===== src/rtl/alu_pkg.sv =====
// rtl/alu_pkg.sv - shared opcodes, issuer state encoding and default widths for the ALU command issuer
package alu_pkg;

   localparam int unsigned DEF_DATA_W = 32;
   localparam int unsigned DEF_OP_W   = 5;
   localparam int unsigned DEF_TAG_W  = 4;
   localparam int unsigned DEF_DEPTH  = 4;

   localparam int unsigned OP_ADD  = 0;
   localparam int unsigned OP_SUB  = 1;
   localparam int unsigned OP_AND  = 2;
   localparam int unsigned OP_OR   = 3;
   localparam int unsigned OP_NOT  = 4;
   localparam int unsigned OP_SHL  = 5;
   localparam int unsigned OP_SHR  = 6;
   localparam int unsigned OP_LAST = 6;

   typedef enum logic [1:0] {
      S_IDLE = 2'd0,
      S_WAIT = 2'd1,
      S_RESP = 2'd2
   } issuer_state_e;

endpackage


===== src/rtl/alu_cmd_fifo.sv =====
// rtl/alu_cmd_fifo.sv - synchronous command FIFO with wrap-bit pointers and async active-low reset
module alu_cmd_fifo #(
   parameter int WIDTH = 78,
   parameter int DEPTH = 4
) (
   input  logic             clk,
   input  logic             rst_n,
   input  logic             push_i,
   input  logic [WIDTH-1:0] wdata_i,
   input  logic             pop_i,
   output logic [WIDTH-1:0] rdata_o,
   output logic             full_o,
   output logic             empty_o
);

   localparam int AW = $clog2(DEPTH);

   logic [WIDTH-1:0] mem_q [DEPTH];
   logic [AW:0]      wr_ptr_q, rd_ptr_q;
   logic             do_push, do_pop;

   // Same index with opposite wrap bits means the write side has lapped the read side.
   assign full_o  = (wr_ptr_q[AW] != rd_ptr_q[AW]) && (wr_ptr_q[AW-1:0] == rd_ptr_q[AW-1:0]);
   assign empty_o = (wr_ptr_q == rd_ptr_q);
   assign do_push = push_i && !full_o;
   assign do_pop  = pop_i && !empty_o;
   assign rdata_o = mem_q[rd_ptr_q[AW-1:0]];

   always_ff @(posedge clk or negedge rst_n) begin
      if (!rst_n) begin
         wr_ptr_q <= '0;
         rd_ptr_q <= '0;
      end else begin
         if (do_push) wr_ptr_q <= wr_ptr_q + 1'b1;
         if (do_pop)  rd_ptr_q <= rd_ptr_q + 1'b1;
      end
   end

   always_ff @(posedge clk) begin
      if (do_push) mem_q[wr_ptr_q[AW-1:0]] <= wdata_i;
   end

endmodule


===== src/rtl/alu_cmd_issuer.sv =====
// rtl/alu_cmd_issuer.sv - buffers tagged ALU commands, issues them to a shared ALU and returns results in order
// Optional ALU_OVF_EN adds rsp_overflow (signed overflow of add/sub).
module alu_cmd_issuer
   import alu_pkg::*;
#(
   parameter int DATA_W = DEF_DATA_W,
   parameter int OP_W   = DEF_OP_W,
   parameter int TAG_W  = DEF_TAG_W,
   parameter int DEPTH  = DEF_DEPTH
) (
   input  logic              clk,
   input  logic              rst_n,
   input  logic              cmd_valid,
   output logic              cmd_ready,
   input  logic [DATA_W-1:0] cmd_a,
   input  logic [DATA_W-1:0] cmd_b,
   input  logic [OP_W-1:0]   cmd_op,
   input  logic [TAG_W-1:0]  cmd_tag,
   output logic [DATA_W-1:0] alu_a,
   output logic [DATA_W-1:0] alu_b,
   output logic [OP_W-1:0]   alu_opcode,
   input  logic [DATA_W-1:0] alu_result,
   input  logic              alu_zero,
   input  logic              alu_negative,
   output logic              rsp_valid,
   input  logic              rsp_ready,
   output logic [DATA_W-1:0] rsp_result,
   output logic              rsp_zero,
   output logic              rsp_negative,
   output logic [TAG_W-1:0]  rsp_tag,
`ifdef ALU_OVF_EN
   output logic              rsp_overflow,
`endif
   output logic              rsp_illegal
);

   localparam int ENTRY_W = 2*DATA_W + OP_W + TAG_W;
   localparam logic [OP_W-1:0] OP_LAST_W = OP_W'(OP_LAST);

   issuer_state_e     state_q;
   logic [DATA_W-1:0] alu_a_q, alu_b_q;
   logic [OP_W-1:0]   alu_opcode_q;
   logic              rsp_valid_q, rsp_zero_q, rsp_negative_q, rsp_illegal_q;
   logic [DATA_W-1:0] rsp_result_q;
   logic [TAG_W-1:0]  rsp_tag_q;

   logic               fifo_full, fifo_empty, fifo_pop, can_issue, head_legal;
   logic [ENTRY_W-1:0] fifo_rdata;
   logic [DATA_W-1:0]  head_a, head_b;
   logic [OP_W-1:0]    head_op;
   logic [TAG_W-1:0]   head_tag;

   alu_cmd_fifo #(
      .WIDTH (ENTRY_W),
      .DEPTH (DEPTH)
   ) u_fifo (
      .clk     (clk),
      .rst_n   (rst_n),
      .push_i  (cmd_valid),
      .wdata_i ({cmd_a, cmd_b, cmd_op, cmd_tag}),
      .pop_i   (fifo_pop),
      .rdata_o (fifo_rdata),
      .full_o  (fifo_full),
      .empty_o (fifo_empty)
   );

   assign cmd_ready = !fifo_full;
   assign {head_a, head_b, head_op, head_tag} = fifo_rdata;
   assign head_legal = (head_op <= OP_LAST_W);

   // Issue from IDLE, or straight out of RESP as the response is taken so there is no bubble.
   always_comb begin
      can_issue = (state_q == S_IDLE) || ((state_q == S_RESP) && rsp_ready);
      fifo_pop  = can_issue && !fifo_empty;
   end

`ifdef ALU_OVF_EN
   logic rsp_overflow_q;
   logic ovf_calc;

   always_comb begin
      ovf_calc = 1'b0;
      if (alu_opcode_q == OP_W'(OP_ADD))
         ovf_calc = (alu_a_q[DATA_W-1] == alu_b_q[DATA_W-1]) &&
                    (alu_result[DATA_W-1] != alu_a_q[DATA_W-1]);
      else if (alu_opcode_q == OP_W'(OP_SUB))
         ovf_calc = (alu_a_q[DATA_W-1] != alu_b_q[DATA_W-1]) &&
                    (alu_result[DATA_W-1] != alu_a_q[DATA_W-1]);
   end

   assign rsp_overflow = rsp_overflow_q;
`endif

   always_ff @(posedge clk or negedge rst_n) begin
      if (!rst_n) begin
         state_q        <= S_IDLE;
         alu_a_q        <= '0;
         alu_b_q        <= '0;
         alu_opcode_q   <= '0;
         rsp_valid_q    <= 1'b0;
         rsp_result_q   <= '0;
         rsp_zero_q     <= 1'b0;
         rsp_negative_q <= 1'b0;
         rsp_illegal_q  <= 1'b0;
         rsp_tag_q      <= '0;
`ifdef ALU_OVF_EN
         rsp_overflow_q <= 1'b0;
`endif
      end else begin
         case (state_q)
            S_WAIT: begin
               rsp_result_q   <= alu_result;
               rsp_zero_q     <= alu_zero;
               rsp_negative_q <= alu_negative;
               rsp_illegal_q  <= 1'b0;
               rsp_valid_q    <= 1'b1;
`ifdef ALU_OVF_EN
               rsp_overflow_q <= ovf_calc;
`endif
               state_q        <= S_RESP;
            end
            S_RESP: begin
               if (rsp_ready) begin
                  rsp_valid_q <= 1'b0;
                  state_q     <= S_IDLE;
               end
            end
            default: ;
         endcase

         // A pop overrides the defaults above with the decision for the new head entry.
         if (fifo_pop) begin
            rsp_tag_q <= head_tag;
            if (head_legal) begin
               alu_a_q      <= head_a;
               alu_b_q      <= head_b;
               alu_opcode_q <= head_op;
               state_q      <= S_WAIT;
            end else begin
               rsp_result_q   <= '0;
               rsp_zero_q     <= 1'b1;
               rsp_negative_q <= 1'b0;
               rsp_illegal_q  <= 1'b1;
               rsp_valid_q    <= 1'b1;
`ifdef ALU_OVF_EN
               rsp_overflow_q <= 1'b0;
`endif
               state_q        <= S_RESP;
            end
         end
      end
   end

   assign alu_a        = alu_a_q;
   assign alu_b        = alu_b_q;
   assign alu_opcode   = alu_opcode_q;
   assign rsp_valid    = rsp_valid_q;
   assign rsp_result   = rsp_result_q;
   assign rsp_zero     = rsp_zero_q;
   assign rsp_negative = rsp_negative_q;
   assign rsp_illegal  = rsp_illegal_q;
   assign rsp_tag      = rsp_tag_q;

endmodule


===== config.mk =====
export PLATFORM = sky130hd
export DESIGN_NAME = alu_cmd_issuer
export DESIGN_NICKNAME = d
export VERILOG_FILES = /design/src/rtl/alu_pkg.sv /design/src/rtl/alu_cmd_fifo.sv /design/src/rtl/alu_cmd_issuer.sv
export SDC_FILE = /design/constraint.sdc
export NUM_CORES = 1
export LEC_CHECK = 0
export CAP_MARGIN = 20
export CORE_ASPECT_RATIO = 1.4
export CORE_UTILIZATION = 45
export DETAILED_ROUTE_END_ITERATION = 10
export DONT_BUFFER_PORTS = 1
export PLACE_DENSITY = 0.64
export RECOVER_POWER = 25
export REMOVE_ABC_BUFFERS = 1
export SLEW_MARGIN = 20
export SYNTH_ARGS = -nofsm -noshare
export SYNTH_HDL_FRONTEND = slang
export SYNTH_SLANG_ARGS = --single-unit

===== constraint.sdc =====
create_clock -name clk -period 10.5 [get_ports clk]
set_input_delay 2.1 -clock clk [delete_from_list [all_inputs] [get_ports clk]]
set_output_delay 2.1 -clock clk [all_outputs]
set_load 0.02 [all_outputs]

Word-level counts from Yosys, hierarchy flattened
Memory sizes are Yosys's and may differ from the RTL's.
Index checks and enable logic that the tools add are counted.

word-level totals
  register bits = 117
  RAM bits = 292
  input bits = 111
  output and inout bits = 110
  word-level logic and storage cells = 56
  memories = 1

memories
  memory        words  width  rd ports  clocked after memory_dff  write ports  line                RTL
  u_fifo.mem_q  4      73     1         0                         1            alu_cmd_fifo.sv:18  logic [WIDTH-1:0] mem_q [DEPTH];

cells by class
  add/subtract/negate cells = 2
  magnitude comparators = 1
  eq/ne operators = 6
  mux-type cells = 22
  reductions and logical operators = 12

operators with widths
  kind                                                                    count
  32-bit 2-to-1 mux                                                       3
  1-bit 2-to-1 mux                                                        14
  3-bit by 1-bit adder with 3-bit output (second input constant)          2
  2-bit 2-to-1 mux                                                        3
  5-bit by 3-bit <= comparator with 1-bit output (second input constant)  1
  1-bit logical AND                                                       5
  2-bit one-hot mux with 2 select lines                                   1
  2-bit AND reduction                                                     2
  3-bit equality test                                                     1
  3-bit by 2-bit != test with 1-bit output (second input constant)        1
  3-bit nonzero test                                                      1
  2-bit by 1-bit equality test with 1-bit output (second input constant)  1
  2-bit equality test                                                     1
  2-bit equality test (second input constant)                             1
  1-bit logical NOT                                                       2
  2-bit logical NOT                                                       1
  1-bit one-hot mux with 2 select lines                                   1
  1-bit logical OR                                                        1
  1-bit != test                                                           1

Logic depth before layout (Yosys ltp)
Gate-level depths: netlist (run 1).

  depth after elaboration = 6
  depth in mapped cells = 8
  depth with buffers taken out = 6

By module
From an unflattened synthesis (run 1), not the netlist that was laid out.

second synthesis, totals
  cell total of the unflattened synthesis = 719
  area, all modules = 15346.0 sq um

modules (own cells, without submodules)
  module          instances  cells each  area an instance (sq um)  sequential area each (sq um)
  alu_cmd_fifo    1          431         11020.6                   8918.6
  alu_cmd_issuer  1          288         4325.4                    2777.7

Worst setup path before layout (run 1)
Ideal clock, no wire load.

  path kind = input to register
  from = input cmd_valid
  to = memory u_fifo.mem_q[3][0] in the netlist's numbering (enable)
  library setup time = 441 ps
  arrival = 4254 ps
  required time = 10059 ps
  slack = 5805 ps
  cell stages on the path = 3
  buffers on the path = 0
  cells stage by stage = inv_1 a31oi_1 and2_1

between the ends
  cells in the longest elaborated chain, start to end = 3

ends and longest elaborated chain
  what                                    line                  RTL
  start, declared                         alu_cmd_issuer.sv:13  input logic cmd_valid,
  1-bit logical AND                       alu_cmd_fifo.sv:25    assign do_push = push_i && !full_o;
  1-bit 2-to-1 mux                        alu_cmd_fifo.sv:40    if (do_push) mem_q[wr_ptr_q[AW-1:0]] <= wdata_i;
  1-bit 2-to-1 mux (not written as such)  alu_cmd_fifo.sv:40
  end, declared                           alu_cmd_fifo.sv:18

Every way passes these cells.

Final worst setup path (run 1)
  from = register u_fifo.rd_ptr_q[0]
  to = output cmd_ready

between the ends
  cells in the longest elaborated chain, start to end = 3

ends and longest elaborated chain
  what                    line                  RTL
  start, declared         alu_cmd_fifo.sv:19    logic [AW:0] wr_ptr_q, rd_ptr_q;
  start signal, assigned  alu_cmd_fifo.sv:35    if (do_pop) rd_ptr_q <= rd_ptr_q + 1'b1;
  2-bit equality test     alu_cmd_fifo.sv:23    assign full_o = (wr_ptr_q[AW] != rd_ptr_q[AW]) && (wr_ptr_q[AW-1:0] == rd_ptr_q[AW-1:0]);
  1-bit logical AND       alu_cmd_fifo.sv:23
  1-bit logical NOT       alu_cmd_issuer.sv:67  assign cmd_ready = !fifo_full;
  end, declared           alu_cmd_issuer.sv:14  output logic cmd_ready,

Every way passes these cells.

==> results of run 1 <==
## final cells by class
cell class / count / share of cell area (%)
Inverter: 7 / 0.155
Timing Repair Buffer: 7 / 0.333
Multi-Input combinational cell: 257 / 19.4
Clock buffer: 53 / 6.32
Clock inverter: 19 / 1.34
Sequential cell: 409 / 69.2
Tap cell: 445 / 3.29
## sequential cells by signal, indices dropped and copies added (netlist names), 2 cells and up
| signal | cells |
|---|---|
| u_fifo.rd_ptr_q | 3 |
| alu_opcode | 5 |
| rsp_tag | 4 |
| u_fifo.mem_q | 292 |
| rsp_result | 32 |
| state_q | 2 |
| alu_b | 32 |
| u_fifo.wr_ptr_q | 3 |
| alu_a | 32 |
## worst max-delay path, cell delays in order, from the launching register on
cell,delay [ns]
dfrtp_4,0.68
xnor2_1,0.37
nand3_1,0.32
## cells by family (layout without fill, tap and decap cells)
group	after synthesis	after routing	synth area share, %
AO/OA/AOI/OAI	14	14	0.679
XOR/XNOR	8	8	0.463
adder cells (fa/ha/maj)	8	8	0.662
buffers and inverters	38	86	1.12
flip-flops	409	409	77.4
multiplexers	177	177	18.3
AND/OR/NAND/NOR	50	50	1.45
## stage by stage
stage	power (mW)	utilization, %	instance area [µm²]
detailed placement	4.01	47.2	15600
finish	5.32	51.1	16900
floorplan	3.66	-	15000
CTS	5.42	51.1	16900
global route	5.59	51.1	16900
global placement	3.93	47.2	15600
## worst max-delay path by stage
| stage | startpoint | end | slack (ns) | depth (start not counted) |
|---|---|---|---|---|
| after global placement | cmd_valid | u_fifo.mem_q[2][14]$_DFFE_PP_ | 6.25 | 4 |
| after detailed placement | cmd_valid | u_fifo.mem_q[1][54]$_DFFE_PP_ | 6.17 | 4 |
| final | u_fifo.rd_ptr_q[0]$_DFFE_PN0P_ | cmd_ready | 6.48 | 2 |
| after global routing | u_fifo.rd_ptr_q[0]$_DFFE_PN0P_ | cmd_ready | 6.34 | 2 |
| after floorplan | u_fifo.rd_ptr_q[0]$_DFFE_PN0P_ | alu_a[0]$_DFFE_PN0P_ | 4.51 | 4 |
| after CTS | u_fifo.rd_ptr_q[0]$_DFFE_PN0P_ | cmd_ready | 6.39 | 2 |
## cells in the final DEF, fill, tap and decap left out, types with 5 or more instances in the layout
cell type and instances:
clkbuf_1 10, edfxtp_1 292, mux4_2 72, buf_4 6, o21ai_0 5, nor2_1 37, clkbuf_16 39, mux2_2 5
inv_1 7, mux2i_1 33, xnor2_1 5, dfrtp_1 115, mux2_1 67, ha_1 7
## power by group
group          internal (mW)  switching [mW]  leakage [nW]
registers               2.24           0.510          4.12
clock network          0.821           0.582         0.622
logic                  0.562           0.603          1.13
total                   3.63            1.70          5.87
## layer usage
layer  vias up  global-route usage (%)  wire length (µm)
met1      3403                    17.1              9730
met4         0                    5.62               644
met5         -                       0                 0
li1       2797                       -                 -
met3        44                    5.08              2110
met2       204                    30.4             14900
==> qor.txt, run 1 <==
ROUTING
------------------------------------------------------------------------------------
DRT iter0 DRCs                                                                   406
Via density per instance                                                        5.39
Remaining design rule violation count                                              0
Post-DRT Antenna Nets                                                              0
Total vias in the final route                                                   6448
DR WL/cell                                                                   22.9 µm
Initial DRT Pass Iterations                                                        4
Total Wirelength                                                             27.4 mm

FLOORPLAN
------------------------------------------------------------------------------------
Die width                                                                     157 µm
Number of standard-cell rows in the floorplan                                     79
Number of I/O pins                                                               221
Die area                                                                  0.0343 mm²
Height of the chip                                                            219 µm
Floorplan Core Area                                                       0.0331 mm²
Initial core utilization                                                       45.7%

HOLD PATH
------------------------------------------------------------------------------------
Worst hold path stage count                                                        1
Worst min-delay path endpoint                                           u_fifo.wr_ptr_q[2]$_DFFE_PN0P_
Worst Min Path Start                                                    u_fifo.wr_ptr_q[2]$_DFFE_PN0P_
Worst hold path class                                                     reg -> reg

SETUP PATH
------------------------------------------------------------------------------------
Critical path fanouts, max                                                        25
Element type at the critical path start                                     register
Worst reg2reg path endpoint                                             u_fifo.mem_q[3][60]$_DFFE_PP_
Arrival time at the worst endpoint                                           1.92 ns
Sort of element at the end of the critical path                           output pin
Required time at the worst-slack endpoint                                    8.40 ns
Depth of the most critical reg-to-reg path                                         4
FF-to-FF setup slack                                                         7.31 ns
Setup Crit Path Kind                                                      reg -> out
Reg2Reg Launch Point                                                    u_fifo.rd_ptr_q[0]$_DFFE_PN0P_

GRT
------------------------------------------------------------------------------------
Via count of the first global-routing pass                                      7178
Global-route wire length before repair                                       41.0 mm
Antenna violations before repair                                                   1
Combined global-route utilization of all metal layers                          16.3%
Global route overflow                                                              0
Pin count of the biggest net entering global routing                             118

STA
------------------------------------------------------------------------------------
Minimum period implied by the final worst setup slack                        4.02 ns
Worst setup skew after layout                                              0.0141 ns
Final setup violation count                                                        0
Summed negative setup slack over all endpoints                                  0 ns
Number of hold-slack violations in the final timing report                         0
Setup ws final                                                               6.48 ns
Slew at the pin with the worst max-slew slack                                1.04 ns
Post-route clock period utilization                                            38.3%
Achievable clock frequency                                                 0.249 GHz
Rel. slew slack                                                                30.8%
Final-layout worst hold slack                                               0.532 ns
Unrepaired setup endpoints after global routing                                   no
Final max-slew violation count                                                     0

SYNTH
------------------------------------------------------------------------------------
Number of enable flip-flop cells after synthesis                                 292
Combined area of all synthesized cells                                    0.0151 mm²
Synthesis Warnings                                                                 0
Most instantiated library cell after synthesis                              edfxtp_1
Async SR Flop Fraction                                                         28.6%
Count of state elements after synthesis                                          409
Top cell types by occurrence after synthesis                            edfxtp_1 (292), dfrtp_1 (117), mux4_2 (72)
Synth area leader                                                           edfxtp_1
Sequential-to-total area share from yosys stat                                 77.4%
Most instantiated flip-flop cell in the synthesis netlist                   edfxtp_1
Top area cells in the synthesized netlist                               edfxtp_1 (58%), dfrtp_1 (19%), mux4_2 (11%)
Post-synthesis cell count                                                        704
Share of the synthesized area in the top cell type                             58.0%
Mean post-synth cell area                                                   21.5 µm²
Distinct cell type count of the synthesized netlist                               29

POWER
------------------------------------------------------------------------------------
Leakage power of the design                                                  5.87 nW
Cell Pwr Density                                                          314 mW/mm²
Worst VDD drop                                                            0.000211 V

PLACED DESIGN
------------------------------------------------------------------------------------
Setup slack at placement                                                     6.17 ns
Count of input and output buffers                                                  0
Weighted congestion at the end of routability-driven global placement          0.700
Placed instance count                                                           1125
Placed wire-length estimate after detailed placement                         16.5 mm

CLOCKING
------------------------------------------------------------------------------------
CTS Hold Buffers Added                                                             0
CTS H-tree depth                                                                   2
Clock Pin Slew Worst Setup and Hold Paths                                    0.06 ns
Clock sink total                                                                 409
Cells resized by post-CTS repair                                                   0
Postcts setup bufs                                                                 0
Number of buffers inserted during clock tree synthesis                            39
Clock tree from TritonCTS                                                       done
CTS Buffer Depth                                                                   3
Clk Tree Root Cell                                                         clkbuf_16
Clock insertion delay at the later pin of the skew report                    0.54 ns

LAYOUT
------------------------------------------------------------------------------------
Register area                                                             0.0117 mm²
P&R area growth vs syn                                                         11.9%
Filler instances                                                                2662
Final std cells w/o fill                                                        1197
Antenna cell count                                                                 0
Fraction of final layout cells sized beyond drive strength 1                   20.7%
Area occupied by multi-input gates                                       0.00328 mm²
Number of nets in the finished design                                            840

RUN STATUS
------------------------------------------------------------------------------------
Run status                                                              finished, final reports clean

RUN
------------------------------------------------------------------------------------
Number of max-capacitance violations reported                                      0

No activity file was read; power rests on OpenSTA's default activity.
==> run 2: changes to the inputs <==
--- a/config.mk
+++ b/config.mk
@@ -10,7 +10,7 @@
 export CORE_UTILIZATION = 45
 export DETAILED_ROUTE_END_ITERATION = 10
 export DONT_BUFFER_PORTS = 1
-export PLACE_DENSITY = 0.64
+export PLACE_DENSITY = 0.66
 export RECOVER_POWER = 25
 export REMOVE_ABC_BUFFERS = 1
 export SLEW_MARGIN = 20
==> constraint.sdc (replaced) <==
create_clock -name clk -period 3.4 [get_ports clk]
set_input_delay 0.68 -clock clk [delete_from_list [all_inputs] [get_ports clk]]
set_output_delay 0.68 -clock clk [all_outputs]
set_load 0.02 [all_outputs]
==> qor.txt, run 2 (synthesis gave the netlist of run 1 again) <==
POWER
------------------------------------------------------------------------------------
Switching Share                                                                31.4%   -0.47 points
Sequential power share                                                         50.7%   -1.0 points
Internal power                                                               11.5 mW   +220%
Leakage power of the design                                                  5.98 nW   +1.8%
Combinational Power Share                                                      22.6%   +0.7 points
Cell Pwr Density                                                          979 mW/mm²   +210%
Clock Power Share                                                              26.7%   +0.3 points
Switching power                                                              5.26 mW   +210%
Worst VDD drop                                                            0.000549 V   +160%

CLOCKING
------------------------------------------------------------------------------------
Postcts setup bufs                                                                 0   unchanged
Clock sink total                                                                 409   unchanged
Number of buffers inserted during clock tree synthesis                            39   unchanged
Clock tree from TritonCTS                                                       done
Clock Pin Slew Worst Setup and Hold Paths                                    0.06 ns   about the same
CTS Buffer Depth                                                                   3   unchanged
Clk Tree Root Cell                                                         clkbuf_16
CTS H-tree depth                                                                   2   unchanged
Clock insertion delay at the later pin of the skew report                    0.53 ns   about the same

STA
------------------------------------------------------------------------------------
Number of hold-slack violations in the final timing report                         0   unchanged
Achievable clock frequency                                                 0.378 GHz
Slew at the pin with the worst max-slew slack                                1.03 ns   -0.00342 ns
Minimum period implied by the final worst setup slack                        2.65 ns
Final setup violation count                                                        0   unchanged
Final-layout worst hold slack                                              0.0839 ns   -0.448 ns
Unrepaired setup endpoints after global routing                                   no
Post-route clock period utilization                                            77.8%
Rel. slew slack                                                                31.0%   +0.23 points
Worst setup skew after layout                                             0.00950 ns   -0.00459 ns
Summed negative setup slack over all endpoints                                  0 ns   unchanged
Final max-slew violation count                                                     0   unchanged

FLOORPLAN
------------------------------------------------------------------------------------
Die area                                                                  0.0343 mm²   unchanged
Floorplan Core Area                                                       0.0331 mm²   unchanged
Die width                                                                     157 µm   unchanged
Height of the chip                                                            219 µm   unchanged
Number of I/O pins                                                               221   unchanged
Initial core utilization                                                       45.7%   unchanged
Number of standard-cell rows in the floorplan                                     79   unchanged

GRT
------------------------------------------------------------------------------------
Antenna violations before repair                                                   0   -1
Pin count of the biggest net entering global routing                             118   unchanged
Combined global-route utilization of all metal layers                          16.9%   +0.55 points
Via count of the first global-routing pass                                      7157   -0.29%
Global-route wire length before repair                                       42.1 mm   +2.8%
Global route overflow                                                              0   unchanged

SETUP PATH
------------------------------------------------------------------------------------
Sort of element at the end of the critical path                             register
Element type at the critical path start                                     register
Worst setup path startpoint                                             u_fifo.rd_ptr_q[1]$_DFFE_PN0P_
Reg2Reg Launch Point                                                    u_fifo.rd_ptr_q[1]$_DFFE_PN0P_
Setup Crit Path Kind                                                      reg -> reg
Arrival time at the worst endpoint                                           3.05 ns   +1.13 ns
Critical path fanouts, max                                                        53   +110%
Required time at the worst-slack endpoint                                    3.80 ns   -4.60 ns

ROUTING
------------------------------------------------------------------------------------
DR WL/cell                                                                   23.4 µm   +2.2%
Total vias in the final route                                                   6488   +0.62%
Via density per instance                                                        5.38   about the same
Post-DRT Antenna Nets                                                              0   unchanged
Total Wirelength                                                             28.2 mm   +2.9%
Initial DRT Pass Iterations                                                        4   unchanged
Remaining design rule violation count                                              0   unchanged
DRT iter0 DRCs                                                                   270   -33%

HOLD PATH
------------------------------------------------------------------------------------
Worst hold path class                                                    in -> async

LAYOUT
------------------------------------------------------------------------------------
Filler instances                                                                2554   -4.1%
Flip-flop count of the largest register, all copies and words added              292   unchanged
Leading cell types in the layout, fill and taps excluded                edfxtp_1 (292), dfrtp_1 (115), mux4_2 (72)
Register area                                                             0.0117 mm²   unchanged
Final Instance Area                                                       0.0171 mm²   +1.2%
Fraction of final layout cells sized beyond drive strength 1                   21.1%   +0.31 points
Most common cell after layout, fill and taps aside                          edfxtp_1
Area occupied by multi-input gates                                       0.00327 mm²   -0.19%
Antenna cell count                                                                 0   unchanged
Number of nets in the finished design                                            849   +1.1%
P&R area growth vs syn                                                         13.2%
Final cell utilization of the core                                             51.7%   +0.60 points

PLACED DESIGN
------------------------------------------------------------------------------------
Placed wire-length estimate after detailed placement                         17.7 mm   +7.0%
Count of input and output buffers                                                  0   unchanged
Weighted congestion at the end of routability-driven global placement          0.731   +4.5%
DP Area                                                                   0.0157 mm²   +0.74%

RUN STATUS
------------------------------------------------------------------------------------
Run status                                                              finished, final reports clean

RUN
------------------------------------------------------------------------------------
Number of max-capacitance violations reported                                      0   unchanged

[run 2: critical path, stage by stage (launching register included)]
cell and delay [ns]:
dfrtp_4 0.76, xnor2_1 0.19, a31oi_1 0.34, buf_4 0.25, nand3_4 0.26, buf_12 0.32, mux2_1 0.36
[run 2: path summary, 6_finish.rpt]
check                                            endpoint  slack (ns)  cells past startpoint
max                                  alu_a[1]$_DFFE_PN0P_        0.75                      6
min                                  alu_b[8]$_DFFE_PN0P_        0.08                      1
max reg2reg                          alu_a[1]$_DFFE_PN0P_        0.75                      6
min reg2reg                u_fifo.wr_ptr_q[2]$_DFFE_PN0P_        0.56                      1
max in group asynchronous           alu_b[10]$_DFFE_PN0P_        2.78                      1
min in group clk            u_fifo.mem_q[1][62]$_DFFE_PP_        0.24                      0
[run 2: cell type report]
| type | count | share of cell area (%) |
|---|---|---|
| clock buffers | 61 | 6.84 |
| inverters | 7 | 0.153 |
| multi-input cells | 257 | 19.1 |
| clock inverters | 10 | 1.07 |
| well taps | 445 | 3.25 |
| repair buffers | 16 | 1.18 |
| flip-flops and latches | 409 | 68.4 |
[run 2: layer usage]
layer  track usage, %  vias to the layer above  part of all wire (%)
met5                0                        -                     0
met4             5.23                        0                   1.6
met3             5.88                       27                   8.8
met2             31.5                      225                    56
met1             17.5                     3411                    34
li1                 -                     2825                     -
[run 2: repair_timing]
item / in CTS / in global routing
gates resized for setup: 0 / 0
hold buffers: 1 / 0
hold endpoints to repair: 117 / 0
[run 2: per-stage QoR]
step	setup WS [ns]	std cells	power (mW)
after floorplan	-2.59	673	11.3
after global placement	0.720	1133	12.3
after detailed placement	0.722	1133	12.5
after CTS	0.709	1205	17.1
after global routing	0.521	1205	17.6
final	0.754	1205	16.8
[run 2: power by group through the flow]
| stage | Sequential [mW] | Combinational (mW) | Clock [mW] |
|---|---|---|---|
| after global routing | 8.65 | 4.18 | 4.78 |
| after detailed placement | 8.63 | 3.87 | 0 |
| final | 8.49 | 3.79 | 4.48 |
| after floorplan | 8.55 | 2.76 | 0 |
| after global placement | 8.55 | 3.71 | 0 |
| after CTS | 8.53 | 3.92 | 4.61 |
